===== config.mk =====
export PLATFORM = sky130hd
export DESIGN_NAME = temporizador_coccion_flat
export DESIGN_NICKNAME = d
export VERILOG_FILES = /design/src/rtl/temporizador_coccion_pkg.sv /design/src/rtl/temporizador_coccion_if.sv /design/src/rtl/temporizador_coccion_tick_segundo.sv /design/src/rtl/temporizador_coccion.sv /design/src/flat_wrapper.sv
export SDC_FILE = /design/constraint.sdc
export NUM_CORES = 1
export LEC_CHECK = 0
export ABC_AREA = 1
export CORE_MARGIN = 8
export CORE_UTILIZATION = 60
export CTS_BUF_LIST = sky130_fd_sc_hd__clkbuf_16
export DETAILED_ROUTE_END_ITERATION = 8
export PLACE_DENSITY_LB_ADDON = 0.12
export SETUP_SLACK_MARGIN = 0.05
export SLEW_MARGIN = 20
export SYNTH_ARGS = -nofsm -noshare
export SYNTH_HDL_FRONTEND = slang
export SYNTH_SLANG_ARGS = --single-unit

===== constraint.sdc =====
create_clock -name clock_in -period 28.2 [get_ports clock_in]
set_clock_uncertainty 0.1 [all_clocks]
set_input_delay 2.82 -clock clock_in [delete_from_list [all_inputs] [get_ports clock_in]]
set_output_delay 2.82 -clock clock_in [all_outputs]
set_load 0.02 [all_outputs]

===== src/rtl/temporizador_coccion_pkg.sv =====
`default_nettype none
// ============================================================================
// Module  : temporizador_coccion_pkg
// Purpose : Shared types and constants for the cooking countdown timer:
//           FSM state encoding, MM:SS limits and the BCD time record.
// Revision: 1.0 - initial release
// ============================================================================
package temporizador_coccion_pkg;

  typedef enum logic [1:0] {
    ST_IDLE  = 2'd0,
    ST_RUN   = 2'd1,
    ST_PAUSE = 2'd2,
    ST_DONE  = 2'd3
  } state_t;

  localparam int MAX_MIN           = 99;
  localparam int MAX_SEC           = 59;
  localparam int SEC_PER_MIN       = 60;
  localparam int QUICK_ADD_SEC_DEF = 30;

  // MM:SS as four BCD digits, most significant first
  typedef struct packed {
    logic [3:0] mt;
    logic [3:0] mo;
    logic [3:0] st;
    logic [3:0] so;
  } bcd_time_t;

endpackage
`default_nettype wire


===== src/rtl/temporizador_coccion_if.sv =====
`default_nettype none
// ============================================================================
// Module  : temporizador_coccion_if
// Purpose : Keypad/control inputs and display/status outputs of the timer.
//   key_valid, key_digit  : keypad digit strobe and code
//   start, stop_clear     : one-cycle control pulses
//   door_open             : door level, 1 = open
//   min_tens..sec_ones    : BCD display digits
//   running, fin          : magnetron enable, end-of-cook level
// Revision: 1.0 - initial release
// ============================================================================
interface temporizador_coccion_if;
  logic       key_valid;
  logic [3:0] key_digit;
  logic       start;
  logic       stop_clear;
  logic       door_open;
  logic [3:0] min_tens;
  logic [3:0] min_ones;
  logic [3:0] sec_tens;
  logic [3:0] sec_ones;
  logic       running;
  logic       fin;

  modport master (
    output key_valid, key_digit, start, stop_clear, door_open,
    input  min_tens, min_ones, sec_tens, sec_ones, running, fin
  );

  modport slave (
    input  key_valid, key_digit, start, stop_clear, door_open,
    output min_tens, min_ones, sec_tens, sec_ones, running, fin
  );
endinterface
`default_nettype wire


===== src/rtl/temporizador_coccion_tick_segundo.sv =====
`default_nettype none
// ============================================================================
// Module  : tick_segundo
// Purpose : One-second prescaler. Counts 0..TICKS_PER_SEC-1 while enabled and
//           pulses o_tick for one cycle on the terminal count.
//   clk, rst_n : clock, asynchronous active-low reset
//   i_clr      : synchronous clear (wins over enable)
//   i_en       : count enable; the count holds while low
//   o_tick     : one-cycle pulse on terminal count
// Revision: 1.0 - initial release
// ============================================================================
module tick_segundo #(
  parameter int TICKS_PER_SEC = 50_000_000
) (
  input  logic clk,
  input  logic rst_n,
  input  logic i_clr,
  input  logic i_en,
  output logic o_tick
);

  localparam int                 c_cnt_w = (TICKS_PER_SEC > 1) ? $clog2(TICKS_PER_SEC) : 1;
  localparam logic [c_cnt_w-1:0] c_last  = c_cnt_w'(TICKS_PER_SEC - 1);

  logic [c_cnt_w-1:0] r_cnt;

  always_ff @(posedge clk or negedge rst_n) begin
    if (!rst_n) begin
      r_cnt <= '0;
    end else if (i_clr) begin
      r_cnt <= '0;
    end else if (i_en) begin
      r_cnt <= (r_cnt == c_last) ? '0 : r_cnt + 1'b1;
    end
  end

  assign o_tick = i_en && (r_cnt == c_last);

endmodule
`default_nettype wire


===== src/rtl/temporizador_coccion.sv =====
`default_nettype none
// ============================================================================
// Module  : temporizador_coccion
// Purpose : Microwave cook timer. Keypad digits shift into MM:SS (BCD), start
//           runs a 1 Hz countdown, fin is raised at 00:00.
//   clock_in, reset_n : clock, asynchronous active-low reset
//   bus (slave)       : keypad/control inputs, display digits, running, fin
// Revision: 1.0 - initial release
// ============================================================================
module temporizador_coccion
  import temporizador_coccion_pkg::*;
#(
  parameter int TICKS_PER_SEC = 50_000_000,
  parameter int QUICK_ADD_SEC = QUICK_ADD_SEC_DEF
) (
  input  logic                   clock_in,
  input  logic                   reset_n,
  temporizador_coccion_if.slave  bus
);

  localparam logic [15:0] c_max_total = 16'(MAX_MIN * SEC_PER_MIN + MAX_SEC);

  // Minutes digits weigh 600 s and 60 s; sec_tens may exceed 5 here (IDLE entry)
  function automatic logic [15:0] to_seconds(input bcd_time_t t);
    return 16'(t.mt) * 16'd600 + 16'(t.mo) * 16'(SEC_PER_MIN)
         + 16'(t.st) * 16'd10  + 16'(t.so);
  endfunction

  // Converts a seconds total back to MM:SS, saturating at 99:59
  function automatic bcd_time_t clamp_time(input logic [15:0] s);
    logic [15:0] v_s, v_m, v_sec;
    bcd_time_t   v_t;
    v_s    = (s > c_max_total) ? c_max_total : s;
    v_m    = v_s / 16'(SEC_PER_MIN);
    v_sec  = v_s % 16'(SEC_PER_MIN);
    v_t.mt = 4'(v_m / 16'd10);
    v_t.mo = 4'(v_m % 16'd10);
    v_t.st = 4'(v_sec / 16'd10);
    v_t.so = 4'(v_sec % 16'd10);
    return v_t;
  endfunction

  // A valid time round-trips unchanged; 60..99 seconds carry into minutes
  function automatic bcd_time_t bcd_normalize(input bcd_time_t t);
    return clamp_time(to_seconds(t));
  endfunction

  function automatic bcd_time_t bcd_add_quick(input bcd_time_t t);
    return clamp_time(to_seconds(t) + 16'(QUICK_ADD_SEC));
  endfunction

  // One-second BCD borrow chain; never called at 00:00
  function automatic bcd_time_t bcd_dec(input bcd_time_t t);
    bcd_time_t v_d;
    v_d = t;
    if (t.so != 4'd0) begin
      v_d.so = t.so - 4'd1;
    end else begin
      v_d.so = 4'd9;
      if (t.st != 4'd0) begin
        v_d.st = t.st - 4'd1;
      end else begin
        v_d.st = 4'd5;
        if (t.mo != 4'd0) begin
          v_d.mo = t.mo - 4'd1;
        end else begin
          v_d.mo = 4'd9;
          v_d.mt = t.mt - 4'd1;
        end
      end
    end
    return v_d;
  endfunction

  state_t    r_state, w_state_nxt;
  bcd_time_t r_time,  w_time_nxt;
  logic      r_running, r_fin;
  logic      w_presc_clr, w_presc_en, w_tick;

  assign w_presc_en = (r_state == ST_RUN);

  tick_segundo #(
    .TICKS_PER_SEC (TICKS_PER_SEC)
  ) u_tick_segundo (
    .clk    (clock_in),
    .rst_n  (reset_n),
    .i_clr  (w_presc_clr),
    .i_en   (w_presc_en),
    .o_tick (w_tick)
  );

  always_comb begin
    w_state_nxt = r_state;
    w_time_nxt  = r_time;
    w_presc_clr = 1'b0;
    case (r_state)
      ST_IDLE: begin
        if (bus.stop_clear) begin
          w_time_nxt = '0;
        end else if (bus.start) begin
          // start with the door open is swallowed, keypad included
          if (!bus.door_open) begin
            w_time_nxt  = (r_time == '0) ? clamp_time(16'(QUICK_ADD_SEC))
                                         : bcd_normalize(r_time);
            w_state_nxt = ST_RUN;
            w_presc_clr = 1'b1;
          end
        end else if (bus.key_valid && (bus.key_digit <= 4'd9)) begin
          w_time_nxt = {r_time.mo, r_time.st, r_time.so, bus.key_digit};
        end
      end
      ST_RUN: begin
        if (bus.door_open || bus.stop_clear) begin
          w_state_nxt = ST_PAUSE;
        end else if (bus.start) begin
          // a coincident tick is dropped in favour of the add
          w_time_nxt = bcd_add_quick(r_time);
        end else if (w_tick) begin
          w_time_nxt = bcd_dec(r_time);
          if (w_time_nxt == '0) begin
            w_state_nxt = ST_DONE;
          end
        end
      end
      ST_PAUSE: begin
        if (bus.stop_clear) begin
          w_state_nxt = ST_IDLE;
          w_time_nxt  = '0;
        end else if (bus.start && !bus.door_open) begin
          w_state_nxt = ST_RUN;
          w_presc_clr = 1'b1;
        end
      end
      ST_DONE: begin
        if (bus.start || bus.stop_clear || bus.key_valid || bus.door_open) begin
          w_state_nxt = ST_IDLE;
          w_time_nxt  = '0;
        end
      end
      default: begin
        w_state_nxt = ST_IDLE;
        w_time_nxt  = '0;
      end
    endcase
  end

  // running/fin are registered from the next state so they change on the
  // same edge as the state itself
  always_ff @(posedge clock_in or negedge reset_n) begin
    if (!reset_n) begin
      r_state   <= ST_IDLE;
      r_time    <= '0;
      r_running <= 1'b0;
      r_fin     <= 1'b0;
    end else begin
      r_state   <= w_state_nxt;
      r_time    <= w_time_nxt;
      r_running <= (w_state_nxt == ST_RUN);
      r_fin     <= (w_state_nxt == ST_DONE);
    end
  end

  assign bus.min_tens = r_time.mt;
  assign bus.min_ones = r_time.mo;
  assign bus.sec_tens = r_time.st;
  assign bus.sec_ones = r_time.so;
  assign bus.running  = r_running;
  assign bus.fin      = r_fin;

endmodule
`default_nettype wire


===== src/flat_wrapper.sv =====
// flat-port wrapper written by rule: the top's interface ports become plain ports
module temporizador_coccion_flat import temporizador_coccion_pkg::*;
#(
  parameter int TICKS_PER_SEC = 50_000_000,
  parameter int QUICK_ADD_SEC = QUICK_ADD_SEC_DEF
)
  (clock_in, reset_n, bus_key_valid, bus_key_digit, bus_start, bus_stop_clear, bus_door_open, bus_min_tens, bus_min_ones, bus_sec_tens, bus_sec_ones, bus_running, bus_fin);
  temporizador_coccion_if bus_i ();
  input  logic clock_in;
  input  logic reset_n;
  input wire logic [$bits(bus_i.key_valid)-1:0] bus_key_valid;
  input wire logic [$bits(bus_i.key_digit)-1:0] bus_key_digit;
  input wire logic [$bits(bus_i.start)-1:0] bus_start;
  input wire logic [$bits(bus_i.stop_clear)-1:0] bus_stop_clear;
  input wire logic [$bits(bus_i.door_open)-1:0] bus_door_open;
  output wire logic [$bits(bus_i.min_tens)-1:0] bus_min_tens;
  output wire logic [$bits(bus_i.min_ones)-1:0] bus_min_ones;
  output wire logic [$bits(bus_i.sec_tens)-1:0] bus_sec_tens;
  output wire logic [$bits(bus_i.sec_ones)-1:0] bus_sec_ones;
  output wire logic [$bits(bus_i.running)-1:0] bus_running;
  output wire logic [$bits(bus_i.fin)-1:0] bus_fin;
  assign bus_i.key_valid = bus_key_valid;
  assign bus_i.key_digit = bus_key_digit;
  assign bus_i.start = bus_start;
  assign bus_i.stop_clear = bus_stop_clear;
  assign bus_i.door_open = bus_door_open;
  assign bus_min_tens = bus_i.min_tens;
  assign bus_min_ones = bus_i.min_ones;
  assign bus_sec_tens = bus_i.sec_tens;
  assign bus_sec_ones = bus_i.sec_ones;
  assign bus_running = bus_i.running;
  assign bus_fin = bus_i.fin;
  temporizador_coccion #(.TICKS_PER_SEC(TICKS_PER_SEC), .QUICK_ADD_SEC(QUICK_ADD_SEC)) u_core (.clock_in(clock_in), .reset_n(reset_n), .bus(bus_i));
endmodule

==> impl_metrics.py <==
metrics = {
    "run_status": {
        "outcome": "completed",
    },
    "clock_network": {
        "cts_tree": "done",
        "clk_pin_slew_ps": 70,
        "clk_path_buf_depth": 2,
        "cts-root-buf": "clkbuf_16",
        "clk_latency_ps": 290,
        "htree_levels": 2,
        "cts-buffers-inserted": 5,
        "post-cts-setup-buffers": 0,
        "clock-sinks": 46,
        "hold_buffers": 0,
        "cts-resized-gates": 0,
    },
    "timing": {
        "max_freq_mhz": 94.5,
        "fin_tns_setup_ps": 0,
        "setup_viol": 0,
        "worst_slew_pin_slew_ps": 958,
        "hold-worst-slack_ps": 429,
        "hold_viol": 0,
        "rsz0062_at_grt": "false",
        "min_period_ps": 10580,
        "slew_violations": 0,
        "fin_crit_sh_pct": 37.5,
        "setup_slack_ps": 17620,
        "relSlewSlack_pct": 35.8,
    },
    "floorplanning": {
        "io_pins": 28,
        "core-area_mm2": 0.0139,
        "design.die.area_mm2": 0.0183,
        "row_count": 43,
        "die_x_um": 135,
        "die_y_um": 135,
        "start_util_pct": 61.5,
    },
    "routing": {
        "drt-pass1-iter-count": 5,
        "viasPerCell": 5.46,
        "drt_iter0_markers": 556,
        "post_drt_wl_per_cell_um": 13.3,
        "drc": 0,
        "postRouteAntennaNets": 0,
        "vias": 8883,
        "wirelength_mm": 21.7,
    },
    "critical_path": {
        "crit_slowest_cell": "fa_1",
        "worstPathMaxFanout": 12,
        "crit_path_start": "u_core.bus.min_ones[0]",
        "end_kind": "flop",
        "critPathKind": "flop to flop",
        "reg2reg_from": "u_core.bus.min_ones[0]",
        "cp_slowest_stage_delay_ps": 560,
        "cpMostUsedCell": "nand2_1",
        "start_kind": "flop",
        "cp.required_ps": 28280,
        "arrival_ps": 10660,
    },
    "yosys": {
        "ys_ff_latch": 46,
        "syn_area_mm2": 0.00854,
        "netlist.area_leader.share_pct": 17.7,
        "synth_area_leaders": "nand2_1, dfrtp_1, ha_1",
        "synth_top_family_by_area": "simple AND/OR/NAND/NOR gates",
        "async_reset_ff_share_pct": 100,
        "netlist_instances": 1424,
        "synthesis.nets": 1511,
        "seq_area_frac_synth_pct": 13.5,
        "synthDistinctLibCells": 56,
        "synth_edf_count": 0,
        "synth_compound_area_share_pct": 12.8,
        "synth_xor_area_share_pct": 4.19,
        "synth_common_cells": "nand2_1, inv_1, nor2_1",
        "synth-simple-area-share_pct": 45.9,
        "yosysMostFrequentCell": "nand2_1",
        "syn_avg_cell_area_um2": 6.00,
        "ys.flop_type": "dfrtp_1",
        "yosysWarnings": 0,
        "synth_fa_ha_area_share_pct": 12.3,
        "synth_top_area_cell": "nand2_1",
        "synthMuxAreaShare_pct": 0.117,
    },
    "global_routing": {
        "globalRouteOverflowTotal": 0,
        "grt_usage_pct": 23.7,
        "grt_pass1_vias": 8180,
        "antenna_found_initial": 0,
        "grt_pass1_wl_mm": 37.2,
        "grt_max_degree": 47,
    },
    "final_layout": {
        "post-route-util_pct": 65.6,
        "multi_input_area_mm2": 0.00642,
        "n_fill_cell": 1315,
        "syn2layout_area_growth_pct": 6.68,
        "seq_area_mm2": 0.00115,
        "nets": 1534,
        "drive_gt1_share_pct": 12.2,
        "antenna_cells": 0,
    },
    "worst_hold_path": {
        "worstHoldPathType": "flop to flop",
        "hp-start": "u_core.u_tick_segundo.r_cnt[1]",
    },
    "placed_design": {
        "numPortBuffers": 27,
        "dpl.hpwl_mm": 17.8,
        "place_ws_ps": 17760,
        "gp_congestion": 0.940,
    },
    "flow_run": {
        "drv_cap": 0,
    },
}
logic make-up (layout without fill, tap and decap cells):
logic type	after synthesis	after routing
buffers and inverters	248	272
flip-flops	46	46
XOR/XNOR	40	40
multiplexers	1	1
AO/OA/AOI/OAI	181	181
AND/OR/NAND/NOR	831	831
adder cells (fa/ha/maj)	77	77
registers in the layout, indices dropped and copies added (netlist names):
register                     count
u_core.bus.fin                   1
u_core.bus.min_ones              4
u_core.bus.min_tens              4
u_core.bus.running               1
u_core.bus.sec_ones              4
u_core.bus.sec_tens              4
u_core.r_state                   2
u_core.u_tick_segundo.r_cnt     26
worst max-delay path, delay by kind of cell (launching register included):
family | cells | cell delay (ps)
AO/OA/AOI/OAI | 5 | 880
XOR/XNOR | 4 | 770
adder cells (fa/ha/maj) | 7 | 2730
buffers and inverters | 6 | 430
flip-flops | 1 | 500
AND/OR/NAND/NOR | 48 | 5050
path summary, 6_finish.rpt:
check                                                  endpoint  slack, ps  depth (start not counted)
worst max-delay path                     u_core.bus.min_ones[3]      17620                         70
min in group asynchronous                    u_core.bus.running       2440                          1
worst max register to register           u_core.bus.min_ones[3]      17620                         70
worst min register to register   u_core.u_tick_segundo.r_cnt[1]        430                          1
max in group asynchronous       u_core.u_tick_segundo.r_cnt[24]      25140                          1
worst min-delay path             u_core.u_tick_segundo.r_cnt[1]        430                          1
per-stage QoR:
| stage | cell area [um2] | cells |
|---|---|---|
| after floorplan | 8540 | 1424 |
| after global placement | 8970 | 1620 |
| after detailed placement | 8970 | 1620 |
| after CTS | 9100 | 1628 |
| after global routing | 9110 | 1628 |
| final | 9110 | 1628 |
placed cells by master, fill, tap and decap left out, types with 3 or more instances in the layout:
master           Yosys  final
a31oi_1             15     15
nand3_2             13     13
nor2_1             132    132
nand2_1            403    403
clkinv_1             5      8
o21ai_1             19     19
a22oi_1              3      3
nand4_1             24     24
xnor2_1              5      5
nor4_1               5      5
o211ai_1             7      7
a21oi_1             58     58
o22ai_1              4      4
a211oi_1             3      3
inv_2               35     35
fa_1                11     11
buf_4                3      5
o21ai_2              5      5
nor2_4               7      7
inv_1              193    193
nand2_2             59     59
clkbuf_16            0      5
o21ai_0             46     46
a211o_1              3      3
nor3_1              21     21
dfrtp_1             46     46
nand2_4             19     19
clkdlybuf4s50_1      0     26
nor3_2               4      4
o21a_1               3      3
nor2_2              10     10
xor2_1              34     34
ha_1                66     66
nand3b_1             4      4
nand3_1            123    123
layout make-up:
type                       instances  share of cell area, %
multi-input combinational       1130                   70.5
clock buffer                       5                   1.37
tap                              180                   2.47
sequential                        46                   12.6
timing repair buffer              31                   3.27
clock inverter                     3                  0.124
inverter                         233                   9.60
per-layer routing:
metal	global-route usage, %	vias up	wire length, um
met5	0	-	0
met3	3.12	16	1230
met4	3.08	0	141
met2	40.9	243	10100
met1	31.6	3991	10200
li1	-	4633	-
Power is left out: the tool's default activity adds up to more than one toggle a clock period on the data nets, which glitch-free logic cannot reach.
